--- config.mk ---
export PLATFORM = sky130hd
export DESIGN_NAME = adsr_envelope
export DESIGN_NICKNAME = d
export VERILOG_FILES = /design/src/rtl/synth_pkg.sv /design/src/rtl/env_scaler.sv /design/src/rtl/adsr_envelope.sv
export SDC_FILE = /design/constraint.sdc
export NUM_CORES = 1
export LEC_CHECK = 0
export ABC_AREA = 1
export CAP_MARGIN = 20
export CORE_UTILIZATION = 56
export DETAILED_ROUTE_END_ITERATION = 16
export GPL_TIMING_DRIVEN = 0
export HOLD_SLACK_MARGIN = 0.08
export PLACE_DENSITY = 0.8
export REMOVE_ABC_BUFFERS = 1
export SETUP_SLACK_MARGIN = 0.1
export SLEW_MARGIN = 10
export SYNTH_ARGS = -nofsm -noshare
export SYNTH_HDL_FRONTEND = slang
export SYNTH_SLANG_ARGS = --single-unit
--- constraint.sdc ---
create_clock -name Clk -period 5.5 [get_ports Clk]
set_input_delay 0.825 -clock Clk [delete_from_list [all_inputs] [get_ports Clk]]
set_output_delay 0.825 -clock Clk [all_outputs]
set_load 0.05 [all_outputs]
--- src/rtl/synth_pkg.sv ---
// rtl/synth_pkg.sv - shared synth constants and envelope state encoding
// Purpose: types and constants shared by the envelope stage and its scaler.
// Ports: none (package).
package synth_pkg;

  localparam int          SAMPLE_W = 16;
  localparam logic [15:0] ENV_MAX  = 16'hFFFF;

  typedef enum logic [2:0] {
    IDLE    = 3'd0,
    ATTACK  = 3'd1,
    DECAY   = 3'd2,
    SUSTAIN = 3'd3,
    RELEASE = 3'd4
  } env_state_t;

endpackage

--- src/rtl/env_scaler.sv ---
// rtl/env_scaler.sv - two-stage signed sample x unsigned level multiply pipeline
// Purpose: captures the sample on a tick (stage 1), then registers the scaled
//          product and a one-cycle valid pulse (stage 2).
// Ports:
//   Clk, Reset      clock, synchronous active-high reset
//   sample_tick     capture strobe for sample_in
//   sample_in       signed sample, DW bits
//   level           unsigned envelope level, LW bits (already updated by the tick)
//   sample_out      signed scaled sample, DW bits
//   sample_valid    one-cycle pulse two cycles after the tick
module env_scaler
  import synth_pkg::*;
#(
  parameter int DW = SAMPLE_W,
  parameter int LW = 16
) (
  input  logic          Clk,
  input  logic          Reset,
  input  logic          sample_tick,
  input  logic [DW-1:0] sample_in,
  input  logic [LW-1:0] level,
  output logic [DW-1:0] sample_out,
  output logic          sample_valid
);

  logic [DW-1:0]    s1_sample_q, s1_sample_d;
  logic             s1_valid_q, s1_valid_d;
  logic [DW-1:0]    out_q, out_d;
  logic             valid_q, valid_d;
  logic [DW+LW:0]   product;
  logic             unused_product_bits;

  // Zero-extend the level so it multiplies as a non-negative signed value;
  // the top LW-dropped slice is an arithmetic floor divide by 2^LW.
  assign product = $signed(s1_sample_q) * $signed({1'b0, level});
  assign unused_product_bits = ^{product[DW+LW], product[LW-1:0]};

  always_comb begin
    s1_sample_d = s1_sample_q;
    s1_valid_d  = sample_tick;
    out_d       = out_q;
    valid_d     = s1_valid_q;
    if (sample_tick) begin
      s1_sample_d = sample_in;
    end
    if (s1_valid_q) begin
      out_d = product[DW+LW-1:LW];
    end
  end

  always_ff @(posedge Clk) begin
    if (Reset) begin
      s1_sample_q <= '0;
      s1_valid_q  <= 1'b0;
      out_q       <= '0;
      valid_q     <= 1'b0;
    end else begin
      s1_sample_q <= s1_sample_d;
      s1_valid_q  <= s1_valid_d;
      out_q       <= out_d;
      valid_q     <= valid_d;
    end
  end

  assign sample_out   = out_q;
  assign sample_valid = valid_q;

endmodule

--- src/rtl/adsr_envelope.sv ---
// rtl/adsr_envelope.sv - ADSR amplitude envelope applied to a waveform sample
// Purpose: advances the ADSR state machine on each sample tick and scales the
//          incoming sample by the envelope level through env_scaler.
// Ports:
//   Clk, Reset        clock, synchronous active-high reset
//   sample_tick       audio-rate strobe, aligned with sample_in
//   gate              note held (1) / released (0), sampled on ticks
//   sample_in         signed waveform sample, DW bits
//   attack_rate       per-tick increment in ATTACK
//   decay_rate        per-tick decrement in DECAY
//   sustain_level     level held in SUSTAIN (tracked live)
//   release_rate      per-tick decrement in RELEASE
//   sample_out        signed scaled sample, DW bits
//   sample_valid      one-cycle pulse, sample_out is new (2 cycles after tick)
//   active            state is not IDLE (registered)
//   level             current envelope level (registered)
module adsr_envelope
  import synth_pkg::*;
#(
  parameter int DW = SAMPLE_W,
  parameter int LW = 16
) (
  input  logic          Clk,
  input  logic          Reset,
  input  logic          sample_tick,
  input  logic          gate,
  input  logic [DW-1:0] sample_in,
  input  logic [LW-1:0] attack_rate,
  input  logic [LW-1:0] decay_rate,
  input  logic [LW-1:0] sustain_level,
  input  logic [LW-1:0] release_rate,
  output logic [DW-1:0] sample_out,
  output logic          sample_valid,
  output logic          active,
  output logic [LW-1:0] level
);

  localparam logic [LW-1:0] LEVEL_MAX = {LW{1'b1}};

  env_state_t    state_q, state_d;
  logic [LW-1:0] level_q, level_d;
  logic          gate_q, gate_d;
  logic          active_q, active_d;

  logic          rise, fall;
  logic [LW:0]   att_sum, dec_diff, rel_diff;

  assign rise = gate & ~gate_q;
  assign fall = ~gate & gate_q;

  // One extra bit: carry-out on the attack sum, borrow on the decrements.
  assign att_sum  = {1'b0, level_q} + {1'b0, attack_rate};
  assign dec_diff = {1'b0, level_q} - {1'b0, decay_rate};
  assign rel_diff = {1'b0, level_q} - {1'b0, release_rate};

  always_comb begin
    state_d = state_q;
    level_d = level_q;
    gate_d  = gate_q;
    if (sample_tick) begin
      gate_d = gate;
      // Gate edges only change state; the level is held so a retrigger
      // resumes from wherever the envelope was (no click).
      if (rise) begin
        state_d = ATTACK;
      end else if (fall && (state_q == ATTACK || state_q == DECAY ||
                            state_q == SUSTAIN)) begin
        state_d = RELEASE;
      end else begin
        case (state_q)
          ATTACK: begin
            if (attack_rate == '0 || att_sum >= {1'b0, LEVEL_MAX}) begin
              level_d = LEVEL_MAX;
              state_d = DECAY;
            end else begin
              level_d = att_sum[LW-1:0];
            end
          end
          DECAY: begin
            if (decay_rate == '0 || dec_diff[LW] ||
                dec_diff[LW-1:0] <= sustain_level) begin
              level_d = sustain_level;
              state_d = SUSTAIN;
            end else begin
              level_d = dec_diff[LW-1:0];
            end
          end
          SUSTAIN: begin
            level_d = sustain_level;
          end
          RELEASE: begin
            if (release_rate == '0 || rel_diff[LW] || rel_diff[LW-1:0] == '0) begin
              level_d = '0;
              state_d = IDLE;
            end else begin
              level_d = rel_diff[LW-1:0];
            end
          end
          default: begin
            level_d = '0;
            state_d = IDLE;
          end
        endcase
      end
    end
    active_d = (state_d != IDLE);
  end

  always_ff @(posedge Clk) begin
    if (Reset) begin
      state_q  <= IDLE;
      level_q  <= '0;
      gate_q   <= 1'b0;
      active_q <= 1'b0;
    end else begin
      state_q  <= state_d;
      level_q  <= level_d;
      gate_q   <= gate_d;
      active_q <= active_d;
    end
  end

  assign active = active_q;
  assign level  = level_q;

  env_scaler #(
    .DW (DW),
    .LW (LW)
  ) u_scaler (
    .Clk          (Clk),
    .Reset        (Reset),
    .sample_tick  (sample_tick),
    .sample_in    (sample_in),
    .level        (level_q),
    .sample_out   (sample_out),
    .sample_valid (sample_valid)
  );

endmodule

==> impl_metrics.yaml <==
status:
  status: "complete, but fails checks"
  violations: "setup timing"
sta:
  finalClockSkew_ns: 0.0138
  finalSetupViolations: 4
  hold_viol: 0
  timing.hold.ws_ns: 0.484
  period_share_pct: 102
  min_period_ns: 5.62
  fin_ws_ns: -0.124
  rsz0062_at_grt: "true"
  max_freq_ghz: 0.178
  finalMaxSlewViolations: 0
  max_slew.worst_pin.slew_ns: 1.02
  relSlewSlack_pct: 31.8
detailed_routing:
  met3_length_um: 4430
  wl_met1_um: 18600
  wl_per_cell_um: 17.0
  vias: 15400
  drc: 0
  topRoutingLayerUsed: "met4"
  wl_met2_um: 21700
  drtIter0Drc: 1531
  wl_um: 46800
  drt.antenna.violating_nets: 0
  via_per_inst: 5.57
  drt-pass1-iter-count: 6
grt:
  grt_overflow: 0
  antenna_found_initial: 2
  grt_max_degree: 33
  grt_pass1_wl_um: 74800
  grt_pass1_vias: 15300
  grt_usage_pct: 33.6
setup_path:
  worst_path_dominant_cell_family: "adder cells"
  endpoint_kind: "register"
  cp_slowest_stage_delay_ns: 0.55
  crit_path_max_fanout: 7
  startpoint_type: "register"
  cpMostUsedCell: "inv_1"
  worst-path-buf-inv: 6
  cp_slowest_cell: "fa_1"
  critical_path_class: "register to register"
  critPathArrivalTime_ns: 5.81
  required_ns: 5.69
  path_cells: "buf_8, nand2_1, inv_1, fa_1, inv_1, fa_2, fa_2, inv_1, fa_2, fa_1, inv_1, fa_1, inv_1, ha_4, a21oi_2, o21ai_1, a21oi_2, nand3_4, a31oi_4, xor2_1, a21oi_1"
  r2r_setup_slack_ns: -0.12
logic_synthesis:
  synthArstFlopShare_pct: 0
  syn_area_um2: 15200
  yosysTopAreaCellShare_pct: 25.8
  synth_cells: 2291
  syn_avg_cell_area_um2: 6.63
  netlist_top_cells_area: "fa_1 (26%), nand2_1 (15%), ha_1 (15%)"
  synth_edf_count: 0
  synth-main-ff-cell: "dfxtp_1"
  yosys.area.top_type: "fa_1"
  ys_seq_area_share_pct: 7.25
  ys_types: 42
  ys_warn_count: 0
  synth_seq_cells: 55
finish:
  final_nets: 2875
  multi_input_area_um2: 11900
  final-seq-area_um2: 1210
  drive_gt1_share_pct: 10.1
  nFillCells: 2185
  area_growth_pct: 18.6
  final_cells: 2755
clocking:
  insertion_delay_ns: 0.33
  cts-root-buf: "clkbuf_16"
  cts_tree: "yes"
  numCtsBuffers: 5
  cts_sinks: 55
  cts.clk_slew.worst_paths_ns: 0.09
  cts_htree_levels: 2
  cts_hold_buffers: 0
  clockBufferDepth: 2
floorplan:
  core_area_um2: 26400
  die_area_um2: 27800
  die_w_um: 167
  rows: 59
  start_util_pct: 57.6
  fp.dieH_um: 167
  ios: 118
pwr:
  p_total_w: 0.00176
  power-per-cell-area_nw_per_um2: 97.5
  p_int_w: 0.000956
  p_comb_share_pct: 51.2
  netSwitchingFraction_pct: 45.6
  switchingPower_w: 0.000801
  pwr-share-clk_pct: 21.3
  power.share.sequential_pct: 27.5
  worst_ir_drop_vdd_mv: 0.130
  leakagePower_nw: 10.5
place:
  hpwl_um: 33900
  dp.cells: 2667
  port_buffers: 117
  routabilityCongestion: 0.989
min_path:
  min_path_type: "register to register"
run:
  cap_viol_max_count: 0
-- final timing paths --
kind / startpoint / to / depth (start not counted)
max reg2reg: u_scaler.s1_sample_q[4] / u_scaler.sample_out[13] / 21
min: u_scaler.sample_out[4] / u_scaler.sample_out[4] / 2
min reg2reg: u_scaler.sample_out[4] / u_scaler.sample_out[4] / 2
max: u_scaler.s1_sample_q[4] / u_scaler.sample_out[13] / 21
-- cell type report --
cell class | count | share of cell area, %
Multi-Input combinational cell | 1563 | 66.2
Inverter | 590 | 12.3
Timing Repair Buffer | 202 | 11.5
Sequential cell | 55 | 6.72
Tap cell | 335 | 2.33
Clock buffer | 5 | 0.695
Clock inverter | 3 | 0.174
Antenna cell | 2 | 0.0278
-- cell usage after synthesis (8+ instances only) --
library cell	n
nand3b_1	10
clkbuf_1	71
dfxtp_1	55
nand3_2	10
a21o_1	10
fa_1	196
nor3_1	17
inv_1	586
a21oi_1	105
o21ai_0	61
nor2_1	153
nand2_1	606
a21oi_2	10
nand3_1	93
a31oi_1	13
xnor2_1	8
xor2_1	20
ha_1	178
nor4_1	13
nand4_1	20
-- stage by stage --
| stage | area (um2) | utilization [%] | setup slack (ns) | TNS [ns] |
|---|---|---|---|---|
| floorplan | 14900 | - | -0.243 | -1.43 |
| global placement | 16400 | 62.4 | -0.921 | -11.68 |
| detailed placement | 16600 | 63.1 | -0.907 | -10.72 |
| CTS | 17600 | 66.7 | 0.103 | 0 |
| global route | 18000 | 68.3 | -0.321 | -2.90 |
| finish | 18000 | 68.3 | -0.124 | -0.242 |
-- tightest hold or removal path, delay by kind of cell, from the launching register on --
kind | cells | cell delay (ns)
flip-flops | 1 | 0.33
AO/OA/AOI/OAI | 1 | 0.08
buffers and inverters | 1 | 0.05
-- cell usage in the layout, fill, tap and decap left out, types with 10 or more instances in the layout --
master	count
nand2_1	594
inv_1	570
fa_1	190
ha_1	168
nor2_1	141
clkdlybuf4s50_1	117
a21oi_1	92
nand3_1	91
buf_4	61
o21ai_0	53
dfxtp_4	28
dfxtp_1	24
xor2_1	20
nand4_1	20
a21oi_2	20
inv_2	18
nor3_1	15
nor2_2	13
nand2_2	12
nor4_1	12
nand3_2	11
a31oi_1	11
a21o_1	10
nand3b_1	10
-- per-layer routing --
layer | up-vias | track usage (%)
li1 | 7143 | -
met3 | 178 | 4.04
met4 | 0 | 13.5
met1 | 7236 | 43.8
met5 | - | 0
met2 | 795 | 56.6
-- what timing repair did --
item	4_1_cts	5_1_grt
gates resized for setup	104	66
setup buffers	53	25
setup endpoints to repair	16	17
pin swaps	24	40
endpoints found under the hold margin	0	0
-- registers in the layout, summed over array words and instances, names as in the netlist --
signal                 flops
u_scaler.s1_sample_q      16
u_scaler.s1_valid_q        1
u_scaler.sample_out       16
u_scaler.sample_valid      1
active                     1
state_q                    3
gate_q                     1
level                     16
-- cells by family (layout without fill, tap and decap cells) --
family / after synthesis / in the layout / synth area share (%)
compound gates: 221 / 221 / 8.19
xor+xnor: 28 / 28 / 1.61
fa+ha+maj: 374 / 374 / 40.5
buf+inv: 673 / 800 / 16.8
flops: 55 / 55 / 7.25
other cells: 0 / 2 / 0
simple gates: 940 / 940 / 25.6
-- power groups by stage --
stage | combinational, W | clock [W] | sequential, W
2_1_floorplan | 0.000467 | 0 | 0.000519
3_3_place_gp | 0.000729 | 0 | 0.000516
3_5_place_dp | 0.000764 | 0 | 0.000511
4_1_cts | 0.000839 | 0.000378 | 0.000481
5_1_grt | 0.000991 | 0.000396 | 0.000484
6_report | 0.000899 | 0.000375 | 0.000483
(Power assumes the default switching activity.)
